<file path="config.mk">
export PLATFORM = sky130hd
export DESIGN_NAME = song_library
export DESIGN_NICKNAME = d
export VERILOG_FILES = /design/src/rtl/song_library.sv
export SDC_FILE = /design/constraint.sdc
export NUM_CORES = 1
export LEC_CHECK = 0
export CAP_MARGIN = 15
export CELL_PAD_IN_SITES_DETAIL_PLACEMENT = 0
export CELL_PAD_IN_SITES_GLOBAL_PLACEMENT = 1
export CORE_ASPECT_RATIO = 0.75
export CORE_MARGIN = 2
export CORE_UTILIZATION = 42
export CTS_CLUSTER_SIZE = 25
export DETAILED_ROUTE_END_ITERATION = 7
export PLACE_DENSITY = 0.92
export SLEW_MARGIN = 20
export SYNTH_ARGS = -nofsm -noshare
export SYNTH_HDL_FRONTEND = slang
export SYNTH_SLANG_ARGS = --single-unit
</file>
<file path="constraint.sdc">
create_clock -name clk -period 4 [get_ports clk]
set_input_delay 1 -clock clk [delete_from_list [all_inputs] [get_ports clk]]
set_output_delay 1 -clock clk [all_outputs]
set_load 0.005 [all_outputs]
</file>
<file path="src/rtl/song_library.sv">
`default_nettype none
// ============================================================================
//  Module   : song_library
//  Purpose  : Song ROM feeding auto_mode. Holds four fixed songs of up to 32
//             entries, returns the registered note/duration of the addressed
//             entry, handles next/prev song selection from button levels,
//             detects end-of-song markers and raises a one-cycle restart
//             pulse used by the top level to rewind auto_mode.
//  Revision : 1.0 - initial release
// ----------------------------------------------------------------------------
//  Ports
//    clk             in   1   system clock (100 MHz)
//    rst             in   1   asynchronous active-low reset
//    memory_location in   5   entry index from auto_mode
//    song_next       in   1   debounced level, rising edge = next song
//    song_prev       in   1   debounced level, rising edge = previous song
//    note_value      out  4   registered note (0 = rest, 1..14 = pitch)
//    duration_value  out  26  registered duration in clk cycles
//    song_index      out  2   currently selected song
//    end_of_song     out  1   high while the fetched entry is an end marker
//    song_restart    out  1   one-cycle pulse on song change / end of song
// ============================================================================
module song_library #(
  parameter logic [25:0] GAP_CYCLES = 26'd25_000_000
) (
  input  logic        clk,
  input  logic        rst,
  input  logic [4:0]  memory_location,
  input  logic        song_next,
  input  logic        song_prev,
  output logic [3:0]  note_value,
  output logic [25:0] duration_value,
  output logic [1:0]  song_index,
  output logic        end_of_song,
  output logic        song_restart
);

  localparam logic [25:0] c_eighth  = 26'd12_500_000;
  localparam logic [25:0] c_quarter = 26'd25_000_000;
  localparam logic [25:0] c_half    = 26'd50_000_000;

  // ROM word = {note[3:0], duration[25:0]}; duration 0 marks end of song.
  // Unlisted entries of songs 0-2 default to markers. Song 3 is a ramp:
  // note = k mod 8, duration = (k+1) * 1_000_000 for k < 20.
  function automatic logic [29:0] rom_word(input logic [6:0] addr);
    logic [29:0] word;
    logic [25:0] ramp;
    word = '0;
    ramp = (26'(addr[4:0]) + 26'd1) * 26'd1_000_000;
    if (addr[6:5] == 2'd3) begin
      if (addr[4:0] < 5'd20) word = {1'b0, addr[2:0], ramp};
    end else begin
      case (addr)
        // song 0
        7'd0:    word = {4'd1,  c_quarter};
        7'd1:    word = {4'd1,  c_quarter};
        7'd2:    word = {4'd5,  c_quarter};
        7'd3:    word = {4'd5,  c_quarter};
        7'd4:    word = {4'd6,  c_quarter};
        7'd5:    word = {4'd6,  c_quarter};
        7'd6:    word = {4'd5,  c_half};
        7'd7:    word = {4'd0,  c_quarter};
        // song 1 (entry 3 carries note 15, played as a rest)
        7'd32:   word = {4'd3,  c_eighth};
        7'd33:   word = {4'd4,  c_eighth};
        7'd34:   word = {4'd5,  c_quarter};
        7'd35:   word = {4'd15, c_eighth};
        7'd36:   word = {4'd5,  c_eighth};
        7'd37:   word = {4'd4,  c_quarter};
        7'd38:   word = {4'd3,  c_quarter};
        7'd39:   word = {4'd2,  c_half};
        7'd40:   word = {4'd1,  c_quarter};
        7'd41:   word = {4'd1,  c_half};
        // song 2
        7'd64:   word = {4'd8,  c_quarter};
        7'd65:   word = {4'd10, c_quarter};
        7'd66:   word = {4'd12, c_quarter};
        7'd67:   word = {4'd14, c_half};
        7'd68:   word = {4'd13, c_eighth};
        7'd69:   word = {4'd12, c_eighth};
        7'd70:   word = {4'd10, c_quarter};
        7'd71:   word = {4'd8,  c_quarter};
        7'd72:   word = {4'd9,  c_quarter};
        7'd73:   word = {4'd11, c_quarter};
        7'd74:   word = {4'd8,  c_half};
        7'd75:   word = {4'd7,  c_half};
        default: word = '0;
      endcase
    end
    return word;
  endfunction

  logic        r_armed;
  logic        r_next_q;
  logic        r_next_d;
  logic        r_prev_q;
  logic        r_prev_d;
  logic [29:0] w_rom;
  logic        w_marker;
  logic        w_next_rise;
  logic        w_prev_rise;
  logic        w_step_up;
  logic        w_step_down;

  assign w_rom       = rom_word({song_index, memory_location});
  assign w_marker    = (w_rom[25:0] == 26'd0);
  assign w_next_rise = r_next_q & ~r_next_d;
  assign w_prev_rise = r_prev_q & ~r_prev_d;
  // Opposing edges in the same cycle cancel out.
  assign w_step_up   = w_next_rise & ~w_prev_rise;
  assign w_step_down = w_prev_rise & ~w_next_rise;

  always_ff @(posedge clk or negedge rst) begin
    if (!rst) begin
      r_armed        <= 1'b0;
      r_next_q       <= 1'b0;
      r_next_d       <= 1'b0;
      r_prev_q       <= 1'b0;
      r_prev_d       <= 1'b0;
      song_index     <= 2'd0;
      note_value     <= 4'd0;
      duration_value <= 26'd0;
      end_of_song    <= 1'b0;
      song_restart   <= 1'b0;
    end else begin
      r_armed  <= 1'b1;
      r_next_q <= song_next;
      r_prev_q <= song_prev;
      // On the first edge after reset the history is seeded with the live
      // level, so a button held through reset is not seen as a new press.
      r_next_d <= r_armed ? r_next_q : song_next;
      r_prev_d <= r_armed ? r_prev_q : song_prev;

      if (w_step_up) begin
        song_index <= song_index + 2'd1;
      end else if (w_step_down) begin
        song_index <= song_index - 2'd1;
      end

      if (w_marker) begin
        note_value     <= 4'd0;
        duration_value <= GAP_CYCLES;
        end_of_song    <= 1'b1;
      end else begin
        note_value     <= (w_rom[29:26] == 4'd15) ? 4'd0 : w_rom[29:26];
        duration_value <= w_rom[25:0];
        end_of_song    <= 1'b0;
      end

      // Song change and end-of-song rising edge share a single pulse.
      song_restart <= w_step_up | w_step_down | (w_marker & ~end_of_song);
    end
  end

endmodule
`default_nettype wire

</file>
==> results_dict.tcl, run 1 <==
set metrics [dict create \
    portBuffers 37 \
    final_antenna_net_count 0 \
    synthArstFlopShare_pct 100.0 \
    fin_skew_ns 0.002226 \
    path_cells "buf_8 -> ha_4 -> nand2_4 -> xnor2_4 -> inv_2 -> fa_2 -> fa_1 -> fa_1 -> ha_4 -> and3_4 -> a221o_1 -> buf_6 -> o32a_1 -> a31oi_4 -> xnor2_2 -> buf_4 -> o211ai_1 -> buf_4 -> o31ai_4" \
    r2r_cells 8 \
    outcome "finished, violations left" \
    worst_slew_pin_slew_ns 0.8175 \
    yosys_warnings 0 \
    timing.rr.start "song_index[0]" \
    path_class "input pin to flop" \
    synth-compound-area-share_pct 19.99 \
    synthCells 382 \
    h-tree-depth 2 \
    relSlewSlack_pct 45.50 \
    pre_cts_ws_ns -1.874 \
    firstDrtPassIters 6 \
    antenna_found_initial 0 \
    seq_area_um2 850.8 \
    cts_max_path_buffers 2 \
    layout-drive-gt1-share_pct 32.22 \
    cp-end-kind "flop" \
    synthXorXnorAreaFrac_pct 5.970 \
    irDropWorstVdd_mv 0.2857 \
    routed_wl_um 9631 \
    drtIter0Drc 278 \
    syn_area_mm2 0.003374 \
    nNetsFinal 572 \
    cpMaxStageDelayCell "fa_1" \
    arrival_ns 5.33 \
    worstReg2RegEnd "duration_value[16]" \
    synthAdderAreaFrac_pct 22.40 \
    wl_per_cell_um 15.69 \
    worstSetupEndpoint "song_restart" \
    synth_flop_cell "dfrtp_1" \
    cts.clk_slew.worst_paths_ns 0.06 \
    synth_edf_count 0 \
    drc 0 \
    grt_setup_unrepaired "yes" \
    cts_buffers 5 \
    rows 28 \
    pwr_density_cell_mw_per_mm2 606.3 \
    track_usage_pct 22.06 \
    viasPerCell 5.362 \
    fin_tns_setup_ns -19.65 \
    die-area_mm2 0.008775 \
    critPathMaxFanout 3 \
    synth_top_family_by_area "adder cells" \
    synth.avg_cell_area_um2 8.834 \
    maxCapViolations 0 \
    max_freq_ghz 0.1946 \
    finalSetupViolCount 20 \
    multi_input_area_mm2 0.002596 \
    synth_cell_types 59 \
    start_util_pct 43.00 \
    synthMuxAreaShare_pct 2.818 \
    r2r_slack_ns 0.99 \
    cts_tree "yes" \
    pin_count 43 \
    final_core_util_pct 62.83 \
    hold_depth 1 \
    ys_seq_area_share_pct 25.21 \
    gp_congestion 0.9600 \
    clock_sinks 34 \
    leakagePower_nw 2.298 \
    synth-simple-area-share_pct 16.76 \
    overflow 0 \
    die_y_um 81.63 \
    area_delta_synth_final_pct 46.13 \
    clock_latency_ns 0.28 \
    hp-class "flop to flop" \
    grt_max_degree 35 \
    first_global_vias 3057 \
    ctsHoldBuffers 0 \
    hold_viol_final 0 \
    yosys_register_bits 34 \
    antennaDiodeCount 0 \
    hpwl_um 7419 \
    die_width_um 107.5 \
    fin_crit_sh_pct 128.5 \
    min_period_ns 5.139 \
    vias 3292 \
    setup_ws_ns -1.139 \
    required_ns 4.19 \
    cts-root-buf "clkbuf_8" \
    startpoint "memory_location[1]" \
    cpPeakStageDelay_ns 0.61 \
    drv_slew 0 \
    fill_cells 682 \
    coreArea_mm2 0.007848 \
    violations "setup timing" \
    grt_pass1_wl_um 15240 \
    crit_path_start_kind "input pin" \
]
[power breakdown]
group	internal, mW	switching (mW)	total [mW]
clock network	0.138	0.114	0.251
registers	0.466	0.0949	0.561
logic	1.14	1.04	2.18
total	1.75	1.24	2.99
[state kept, by name, indices dropped and copies added (netlist names)]
| name | flops |
|---|---|
| duration_value | 21 |
| end_of_song | 1 |
| note_value | 4 |
| r_armed | 1 |
| r_next_d | 1 |
| r_next_q | 1 |
| r_prev_d | 1 |
| r_prev_q | 1 |
| song_index | 2 |
| song_restart | 1 |
[layout by cell type (no fill, tap or decap), types with 5 or more instances in the layout]
master and count:
buf_4 92, ha_1 41, dfrtp_1 34, clkdlybuf4s50_1 32
inv_1 22, nor2_1 22, nand2_1 19, a21oi_1 18
o21ai_0 16, xnor2_1 13, nand2b_1 10, nand3_1 10
buf_6 10, o21ai_2 9, nor2b_1 8, fa_1 8
conb_1 8, xor2_1 7, a31oi_1 6, a211oi_1 6
clkbuf_8 6, o211ai_1 5, and3_1 5, nor3_1 5
mux2i_1 5, ha_4 5
[cell families after synthesis]
kind of cell / after synthesis
AND/OR/NAND/NOR: 108
AO/OA/AOI/OAI: 101
adder cells (fa/ha/maj): 55
buffers and inverters: 50
flip-flops: 34
XOR/XNOR: 23
multiplexers: 9
other: 2
[routing by layer]
layer	GRT usage (%)	share of wire, %	up-vias
li1	-	-	1598
met1	31.57	46	1574
met2	37.04	46	108
met3	1.746	6.1	12
met4	4.231	1.3	0
met5	0	0	-
[synth_stat cells (3+ instances only)]
cell type   n  area [µm²]
xnor2_1    15       131.4
nor4_1      3       18.77
a31oi_1     7       43.79
nand2_1    20       75.07
xor2_1      8       70.07
a211oi_1    9       67.56
inv_1      25       93.84
buf_2       8       40.04
a21o_1      4       30.03
nand3_1    12       60.06
clkbuf_1    9       33.78
nor2b_1     8       50.05
nor3b_1     4       30.03
and3_1      5       31.28
fa_1        9       180.2
buf_4       5       37.54
mux2i_1     5       50.05
dfrtp_1    34       850.8
o31ai_1     5       37.54
nand4_1     4       25.02
nand2b_1   10       62.56
o21ai_0    21       105.1
o211ai_1    5       37.54
mux2_2      4       45.04
nor2_1     25       93.84
ha_1       46       575.6
nor3_1      5       25.02
a21oi_1    21       105.1
o21ai_1     5       25.02
[worst max-delay path, delay by kind of cell]
family | cells | cell delay [ns]
AOI/OAI and AO/OA | 5 | 1.17
xor gates and xnor gates | 2 | 0.27
adders and majority gates | 5 | 2.00
buffers and inverters | 5 | 0.65
and+or+nand+nor | 2 | 0.24
[layout make-up]
class,count,share of cell area [%]
multi-input cells,304,52.65
well taps,105,2.664
flip-flops and latches,34,17.25
repair buffers,138,23.60
clock inverters,2,0.2537
clock buffers,6,1.675
inverters,25,1.903
[metrics by stage]
step                total power, mW  instance area (µm²)  hold slack (ns)  std cells
finish                        2.990                 4931           0.5070        614
global route                  3.212                 4931           0.5334        614
CTS                           2.767                 4797           0.5156        612
detailed placement            2.364                 4542           0.5012        597
global placement              2.305                 4542           0.4812        597
floorplan                     1.525                 3517           0.4710        388
[how the worst min path moves through the flow]
stage | start | endpoint | slack [ns]
final | r_next_q | r_next_d | 0.51
after global routing | r_prev_q | r_prev_d | 0.53
after CTS | r_next_q | r_next_d | 0.52
after detailed placement | r_next_q | r_next_d | 0.50
after global placement | r_next_q | r_next_d | 0.48
after floorplan | r_next_q | r_next_d | 0.47
[what timing repair did]
| action | in CTS | in global routing |
|---|---|---|
| setup buffers | 6 | 2 |
| gates resized for setup | 52 | 29 |
| endpoints found under the setup margin | 22 | 21 |
| pin swaps | 21 | 36 |
| gates cloned | 1 | 0 |
| hold endpoints to repair | 0 | 0 |
(Power assumes the default switching activity.)
==> run 2: changes to the inputs <==
--- a/config.mk
+++ b/config.mk
@@ -5,6 +5,7 @@
 export SDC_FILE = /design/constraint.sdc
 export NUM_CORES = 1
 export LEC_CHECK = 0
+export ABC_CLOCK_PERIOD_IN_PS = 4000
 export CAP_MARGIN = 15
 export CELL_PAD_IN_SITES_DETAIL_PLACEMENT = 0
 export CELL_PAD_IN_SITES_GLOBAL_PLACEMENT = 1
==> results of run 2 <==
Final layout, timing and power as in run 1 (identical DEF).
==> run 3: changes to the inputs <==
--- a/config.mk
+++ b/config.mk
@@ -6,10 +6,10 @@
 export NUM_CORES = 1
 export LEC_CHECK = 0
 export ABC_CLOCK_PERIOD_IN_PS = 4000
-export CAP_MARGIN = 15
+export CAP_MARGIN = 25
 export CELL_PAD_IN_SITES_DETAIL_PLACEMENT = 0
 export CELL_PAD_IN_SITES_GLOBAL_PLACEMENT = 1
-export CORE_ASPECT_RATIO = 0.75
+export CORE_ASPECT_RATIO = 0.5
 export CORE_MARGIN = 2
 export CORE_UTILIZATION = 42
 export CTS_CLUSTER_SIZE = 25
==> results_dict.tcl, run 3 (synthesis results as in run 1) <==
set metrics [dict create \
    die-area_mm2 0.008811 \
    pwr-share-comb_pct 69.2 \
    h-tree-depth 2 \
    max_freq_ghz 0.1939 \
    seq_power_share_pct 16.0 \
    rows 23 \
    die_y_um 67.38 \
    cts-root-buf "clkbuf_16" \
    hpwl_um 7487 \
    gp_congestion 0.8860 \
    coreArea_mm2 0.007885 \
    finalPower_mw 3.394 \
    fin_skew_ns 0.004994 \
    viasPerCell 5.521 \
    cts_tree "yes" \
    start_util_pct 42.80 \
    violations "setup timing" \
    p_int_mw 2.037 \
    clock_latency_ns 0.28 \
    outcome "finished, violations left" \
    final_core_util_pct 65.44 \
    hp-class "flop to flop" \
    critPathMaxFanout 5 \
    layout-drive-gt1-share_pct 33.72 \
    min_period_ns 5.158 \
    relSlewSlack_pct 49.16 \
    overflow 0 \
    grt_max_degree 35 \
    cts_max_path_buffers 2 \
    maxCapViolations 0 \
    final_common_cell "buf_4" \
    cp-end-kind "flop" \
    fin_tns_setup_ns -21.53 \
    antennaDiodeCount 0 \
    placed_area_mm2 0.004626 \
    switching_share_pct 39.99 \
    leakagePower_nw 2.416 \
    regMostFlops "duration_value" \
    drtIter0Drc 377 \
    arrival_ns 5.35 \
    final_antenna_net_count 0 \
    p_sw_mw 1.357 \
    grt_pass1_wl_um 16420 \
    area_delta_synth_final_pct 52.91 \
    mostFrequentLayoutCells "100 x buf_4, 41 x ha_1, 34 x dfrtp_1" \
    dp_cells 614 \
    wl_per_cell_um 17.12 \
    track_usage_pct 24.31 \
    finalSetupViolCount 20 \
    pwr_density_cell_mw_per_mm2 657.8 \
    nNetsFinal 585 \
    irDropWorstVdd_mv 0.3732 \
    drv_slew 0 \
    portBuffers 37 \
    stdcell_area_mm2 0.005160 \
    clockPowerShare_pct 14.8 \
    whs_ns 0.5001 \
    cts.clk_slew.worst_paths_ns 0.06 \
    path_class "input pin to flop" \
    first_global_vias 3320 \
    fin_cells 634 \
    worst_slew_pin_slew_ns 0.7626 \
    crit_path_start_kind "input pin" \
    grt_setup_unrepaired "yes" \
    drc 0 \
    pre_cts_ws_ns -1.951 \
    setup_ws_ns -1.158 \
    largest_reg_flops 21 \
    die_width_um 130.8 \
    antenna_found_initial 0 \
    firstDrtPassIters 7 \
    clock_sinks 34 \
    required_ns 4.19 \
    routed_wl_um 10850 \
    vias 3500 \
    cts_buffers 5 \
    hold_viol_final 0 \
    fin_crit_sh_pct 128.9 \
    pin_count 43 \
    reg.largest.list "duration_value: 21 flops, note_value: 4 flops, song_index: 2 flops" \
]
==> run 3: changes by cell type in the layout (fill, tap and decap cells not counted), sizes merged <==
cell and delta:
clkbuf -1, buf +12, dlygate4sd2 +1, clkinvlp -1
bufinv +2
==> run 3: path summary, 6_finish.rpt <==
kind,from,slack (ns),cells after the start,end
worst max-delay path,memory_location[4],-1.16,15,note_value[2]
worst min-delay path,r_next_q,0.50,1,r_next_d
worst max register to register,song_index[0],1.25,8,song_restart
worst min register to register,r_next_q,0.50,1,r_next_d
max in group asynchronous,rst,2.55,2,r_prev_d
min in group asynchronous,rst,1.15,2,duration_value[20]
==> run 3: power groups by stage <==
stage | clock, mW | combinational [mW] | sequential (mW)
finish | 0.503 | 2.35 | 0.543
global placement | 0 | 1.79 | 0.541
CTS | 0.505 | 2.10 | 0.540
global route | 0.523 | 2.51 | 0.555
detailed placement | 0 | 1.83 | 0.544
floorplan | 0 | 0.991 | 0.534
==> run 3: layout make-up <==
cell class / instances / area, µm²
Fill cell: 567 / 2725
Multi-Input combinational cell: 304 / 2599
Timing Repair Buffer: 151 / 1282
Clock buffer: 5 / 125.1
Sequential cell: 34 / 850.8
Tap cell: 112 / 140.1
Clock inverter: 3 / 68.82
Inverter: 25 / 93.84
==> run 3: metal layers <==
layer / vias to the layer above / wire, µm / GRT usage [%]
li1: 1634 / - / -
met1: 1694 / 4539 / 31.13
met2: 143 / 5213 / 41.80
met3: 29 / 871 / 6.656
met4: 0 / 227 / 5.053
met5: - / 0 / 0
==> run 3: worst max-delay path, stage by stage <==
cell	delay [ns]
dlygate4sd2_1	0.20
buf_6	0.13
nand4_1	0.18
fa_2	0.62
fa_1	0.46
fa_1	0.61
ha_4	0.22
and3_4	0.16
a221o_1	0.33
or4_4	0.45
a31oi_4	0.22
xnor2_2	0.10
o2111a_2	0.32
buf_6	0.13
a211oi_2	0.22
==> run 3: timing repair <==
item                       in CTS  in global routing
buffers inserted                7                  3
pin swaps                      21                 17
gates cloned                    2                  0
hold buffers                    0                  0
setup endpoints to repair      22                 21
resized for setup              55                 25
